==> config.mk <==
export PLATFORM = sky130hd
export DESIGN_NAME = ht_seq_trigger
export DESIGN_NICKNAME = d
export VERILOG_FILES = /design/src/rtl/ht_seq_trigger.sv
export SDC_FILE = /design/constraint.sdc
export NUM_CORES = 1
export LEC_CHECK = 0
export CORE_MARGIN = 4
export CORE_UTILIZATION = 46
export DETAILED_ROUTE_END_ITERATION = 8
export HOLD_SLACK_MARGIN = 0.1
export PLACE_DENSITY = 0.9
export SYNTH_ARGS = -nofsm -noshare
export SYNTH_HDL_FRONTEND = slang
export SYNTH_SLANG_ARGS = --single-unit
export TNS_END_PERCENT = 100
==> constraint.sdc <==
create_clock -name clk -period 3.1 [get_ports clk]
set_input_delay 0.93 -clock clk [delete_from_list [all_inputs] [get_ports clk]]
set_output_delay 0.93 -clock clk [all_outputs]
set_load 0.02 [all_outputs]
==> src/rtl/ht_seq_trigger.sv <==
`default_nettype none
// ============================================================================
// Module   : ht_seq_trigger
// Brief    : Sequential trojan trigger. Counts rare masked matches on host nets
//            and, after THRESH hits, corrupts the payload nets per mode.
//            Optional macro HT_EDGE_COUNT_EN: count rising edges of the match
//            instead of every matching cycle.
// Revision : 1.0  initial release
// ============================================================================
module ht_seq_trigger #(
    parameter int                TRIG_W    = 8,
    parameter logic [TRIG_W-1:0] TRIG_VAL  = 8'hA5,
    parameter logic [TRIG_W-1:0] TRIG_MASK = 8'hFF,
    parameter int                PAY_W     = 4,
    parameter int                CNT_W     = 8,
    parameter int                THRESH    = 16
) (
    input  logic              clk,
    input  logic              rst,
    input  logic              en,
    input  logic              clr,
    input  logic [1:0]        mode,
    input  logic [TRIG_W-1:0] trig_nets,
    input  logic [PAY_W-1:0]  pay_in,
    output logic [PAY_W-1:0]  pay_out,
    output logic              fired,
    output logic [CNT_W-1:0]  hit_cnt
);

    localparam logic [CNT_W-1:0] c_thresh = CNT_W'(THRESH);
    localparam logic [CNT_W-1:0] c_one    = CNT_W'(1);

    typedef enum logic [1:0] {
        S_IDLE  = 2'd0,
        S_COUNT = 2'd1,
        S_FIRED = 2'd2
    } state_t;

    state_t           r_state;
    state_t           w_state_nx;
    logic [CNT_W-1:0] r_cnt;
    logic [CNT_W-1:0] w_cnt_nx;
    logic             r_fired;
    logic             w_match;
    logic             w_hit;

    assign w_match = (((trig_nets ^ TRIG_VAL) & TRIG_MASK) == '0);

`ifdef HT_EDGE_COUNT_EN
    // Previous-cycle match so a held match registers as a single hit.
    logic r_match_q;

    always_ff @(posedge clk or posedge rst) begin
        if (rst) begin
            r_match_q <= 1'b0;
        end else if (clr) begin
            r_match_q <= 1'b0;
        end else begin
            r_match_q <= w_match;
        end
    end

    assign w_hit = en & w_match & ~r_match_q & ~clr;
`else
    assign w_hit = en & w_match & ~clr;
`endif

    always_ff @(posedge clk or posedge rst) begin
        if (rst) begin
            r_state <= S_IDLE;
            r_cnt   <= '0;
            r_fired <= 1'b0;
        end else begin
            r_state <= w_state_nx;
            r_cnt   <= w_cnt_nx;
            r_fired <= (w_state_nx == S_FIRED);
        end
    end

    always_comb begin
        w_state_nx = r_state;
        w_cnt_nx   = r_cnt;
        if (clr) begin
            w_state_nx = S_IDLE;
            w_cnt_nx   = '0;
        end else begin
            case (r_state)
                S_IDLE: begin
                    if (w_hit) begin
                        w_cnt_nx = c_one;
                        if (c_one == c_thresh) begin
                            w_state_nx = S_FIRED;
                        end else begin
                            w_state_nx = S_COUNT;
                        end
                    end
                end
                S_COUNT: begin
                    // r_cnt is always below THRESH here, so the increment cannot wrap.
                    if (w_hit) begin
                        w_cnt_nx = r_cnt + c_one;
                        if (w_cnt_nx == c_thresh) begin
                            w_state_nx = S_FIRED;
                        end
                    end
                end
                S_FIRED: begin
                    w_cnt_nx = c_thresh;
                end
                default: begin
                    w_state_nx = S_IDLE;
                    w_cnt_nx   = '0;
                end
            endcase
        end
    end

    always_comb begin
        pay_out = pay_in;
        if (r_fired) begin
            case (mode)
                2'd0:    pay_out = pay_in;
                2'd1:    pay_out = ~pay_in;
                2'd2:    pay_out = '0;
                default: pay_out = '1;
            endcase
        end
    end

    assign fired   = r_fired;
    assign hit_cnt = r_cnt;

endmodule
`default_nettype wire

# After elaboration in Yosys (flattened, before gate mapping)
# Index checks and enable logic that the tools add are counted.
# totals
wordCells	32
in_bits	18
ff_bits	11
output_inout_bits	13
# classes
n_mux	11
bitwise_logic	5
n_eq_ne	8
n_reduce_logical	4
add_sub_neg	1
# op_table
cell	n
8-bit 2-to-1 mux	3
8-bit case mux with 3 select lines	1
4-bit case mux with 3 select lines	1
8-bit by 1-bit adder with 8-bit output (second input constant)	1
8-bit by 5-bit equality test with 1-bit output (second input constant)	1
8-bit zero test	1
2-bit 2-to-1 mux	4
4-bit NOT	2
2-bit equality test (second input constant)	3
3-bit inequality test (second input constant)	2
2-bit case mux with 3 select lines	1
2-bit by 1-bit equality test with 1-bit output (second input constant)	2
2-bit zero test	2
4-bit 2-to-1 mux	1
1-bit AND	2
2-bit AND reduction	1
1-bit NOT	1

# Longest topological paths before layout
# depth
word_depth	8
ltp_mapped	5
depth_no_buf	5

# Least setup slack after synthesis
# OpenSTA, ideal clock, no wires.
# synth_timing
kind	input to output
from	in mode[1]
to	out pay_out[0]
path_slack_ns	0.639
cell_stages	3
n_path_buf	0
required_ns	2.170
t_arrival_ns	1.531
cell_sequence	o21ai_0 nand2_1 o21ai_0
# synth_via
elab_chain_cells	3
word_cells_on_any_way	5
classes_between	eq/ne (2); mux (2); reduce/logical (1)
# synth_rtl
item	line_no	text
start: declaration	22	input logic [1:0] mode,
2-bit equality test, or another cell as far along	121	case (mode)
4-bit case mux with 3 select lines (*)	121	
4-bit 2-to-1 mux (*)	120	if (r_fired) begin
end: declaration	25	output logic [PAY_W-1:0] pay_out,
# Every way passes the cells marked *; elsewhere a longest branch is shown, timed or not.

# Worst setup path after layout
# layout_timing
from	in pay_in[2]
to	out pay_out[2]
# layout_via
elab_chain_cells	3
# layout_rtl
item	line_no	text
start: declaration	24	input logic [PAY_W-1:0] pay_in,
4-bit NOT	123	2'd1: pay_out = ~pay_in;
4-bit case mux with 3 select lines	121	
4-bit 2-to-1 mux (*)	120	
# Marked as above.

==> run metrics <==
vias 857; count of pins over their slew limit 0; antenna violations before repair 0; DRT iter0 DRCs 32; Synth Warn # 0; leakage 0.463 nW; Final Setup Violations 0; post-synthesis area per instance roughly 9 µm²; clk_skew 0.00569 ns; Finished Layout Cells 140; fmax 0.332 GHz; Final GP Congestion between 0.7 and 0.8; Final Core Density 0.712; CTS max path bufs 2; die area 0.00250 mm²; Hold EP hit_cnt[4]; die span in y 50.0 µm; nets@finish 144; worst-path fanout max 2; status completed; gr usage total 0.184; Crit Path Category input port to primary output; Post-Syn Instances between 90 and 100; DP HPWL roughly 1.7 mm; Syn Std Cell Area 810 µm²; CP required 2.17 ns; reg2reg end r_state[1]; wire per inst ~15 µm; worst r2r path cells 5; Residual DRC 0; clock slew at reported path FFs 0.07 ns; Ant. Diodes 0; crit share post-route 0.971; die width ~50 µm; placed cell count 136; Boundary Pins 31; Hold Path Class flip-flop to flip-flop; hold path start r_state[1]; Clock Latency Late Sink 0.27 ns; unrepaired setup endpoints after global routing false; post-route ant nets 0; synthesis-stage register bit count 11; RR Startpoint hit_cnt[0]; vias in the first global route approximately 840; top_reg_cell synth dfrtp_1; Worst VDD drop 258 µV; Worst Path Arrival 2.08 ns; Crit. End Element primary output; post-layout minimum cycle time around 3.0 ns; startpoint types input port; EDFF count, synth 0; max cap viols 0; slew margin rel. 0.694; peak per-stage delay on the critical path between 0.4 and 0.5 ns; Core ar. 0.00158 mm²; row cnt 14; Mapped Nets 111; total congestion overflow 0; clock root cell clkbuf_4; drt pass-1 iters 4; Layout area overhead 38.6%; via/cell ratio approximately 6.1; largest area contributor in the netlist dfrtp_1; Worst Hold Depth 1; H-tree depth 1; post-CTS setup buffer count 0; layout cell share with drive strength beyond 1 0.145; Worst Tran Pin Value ~0.46 ns; final hold violations 0; largest net degree at the start of global routing 12; sequential share of the synthesized area 0.340; CP max-delay cell clkdlybuf4s50_1; r2r setup slk around 1.3 ns; worst-path cell chain clkdlybuf4s50_1 -> mux2_2 -> a22o_1 -> buf_2; Num CTS Buffers 3; final WL 2.14 mm; Synth top area share 0.340; top post-synthesis cells by area dfrtp_1 34%, a21oi_1 5.6%, o21ai_0 5.6%; Yosys cell types 41; first-pass GRT wire length 3.53 mm; asr flop ratio synth 1.00; initial core utilization 0.513; TritonCTS sink count 11; I/O Buffers 30; CTS tree done; Power Density ~260 mW/mm²
how the worst max path moves through the flow:
stage,startpoint,endpoint,slack [ns],cells after the start
2_1_floorplan,mode[1],pay_out[0],0.64,3
3_3_place_gp,pay_in[2],pay_out[2],-0.27,4
3_5_place_dp,mode[1],pay_out[0],-0.30,6
4_1_cts,mode[1],pay_out[0],0.0002,6
5_1_grt,pay_in[2],pay_out[2],0.05,4
6_report,pay_in[2],pay_out[2],0.09,4
synth_stat cells (2+ instances only):
master   instances
a21oi_1          9
and3_1           2
nand2_1         10
nand3_1          4
o21ai_0          9
nor3_1           2
buf_6            2
buf_2            2
or4_1            2
a31o_1           2
dfrtp_1         11
nor2b_1          4
inv_1            2
nor2_1           3
nor3b_1          2
where the power goes:
part | switching [mW] | internal, mW
clock | 0.0525 | 0.0499
combinational | 0.0191 | 0.0280
sequential | 0.000125 | 0.143
total | 0.0717 | 0.221
kinds of logic after synthesis:
logic type | after synthesis | synth area share
simple gates | 42 | 0.323
compound gates | 30 | 0.254
flops | 11 | 0.340
buf+inv | 7 | 0.0541
mux | 1 | 0.0139
fa+ha+maj | 1 | 0.0155
layout make-up:
cell class                      count  area [µm²]
Multi-Input combinational cell     74         490
Fill cell                         130         454
Timing Repair Buffer               33         303
Sequential cell                    11         275
Clock buffer                        4        26.3
Tap cell                           16        20.0
Inverter                            2        7.51
timing repair:
item	in CTS	in global routing
endpoints found under the setup margin	4	3
cloned	0	0
hold buffers	0	0
resized for setup	10	6
flip-flops by register name (all words and copies together), names as in the netlist:
| register | cells |
|---|---|
| fired | 1 |
| hit_cnt | 8 |
| r_state | 2 |
stage by stage:
stage	hold WS [ns]	instance area, µm²	setup TNS (ns)	setup slack (ns)	total power, mW
floorplan	0.504	810	0	0.639	0.162
global placement	0.530	1120	-0.940	-0.269	0.195
detailed placement	0.539	1120	-1.16	-0.300	0.197
CTS	0.557	1140	0	0.000248	0.295
global route	0.582	1120	0	0.0477	0.304
finish	0.558	1120	0	0.0905	0.293
cells in the final DEF (no fill, tap or decap), types with 2 or more instances in the layout:
cell             count
dfrtp_1             11
or4_1                2
nor2_1               3
nor3_1               2
nor2b_1              4
o21ai_0              9
nand3_1              4
clkdlybuf4s50_1     26
clkbuf_2             3
inv_1                2
nand2_1             10
and3_1               2
a21oi_1              9
buf_4                3
nor3b_1              2
clkbuf_4             3
a31o_1               2
per-layer routing:
| layer | GRT usage | vias to the layer above | part of all wire |
|---|---|---|---|
| li1 | - | 405 | - |
| met1 | 0.208 | 421 | 0.43 |
| met2 | 0.339 | 26 | 0.53 |
| met3 | 0.0241 | 5 | 0.031 |
| met4 | 0.0783 | 0 | 0.014 |
| met5 | 0 | - | 0 |
worst max-delay path, delay by kind of cell:
family,cells,cell delay [ns]
AOI/OAI and AO/OA,1,0.17
buffers and inverters,2,0.64
muxes,1,0.34
No activity file was read; power rests on OpenSTA's default activity.
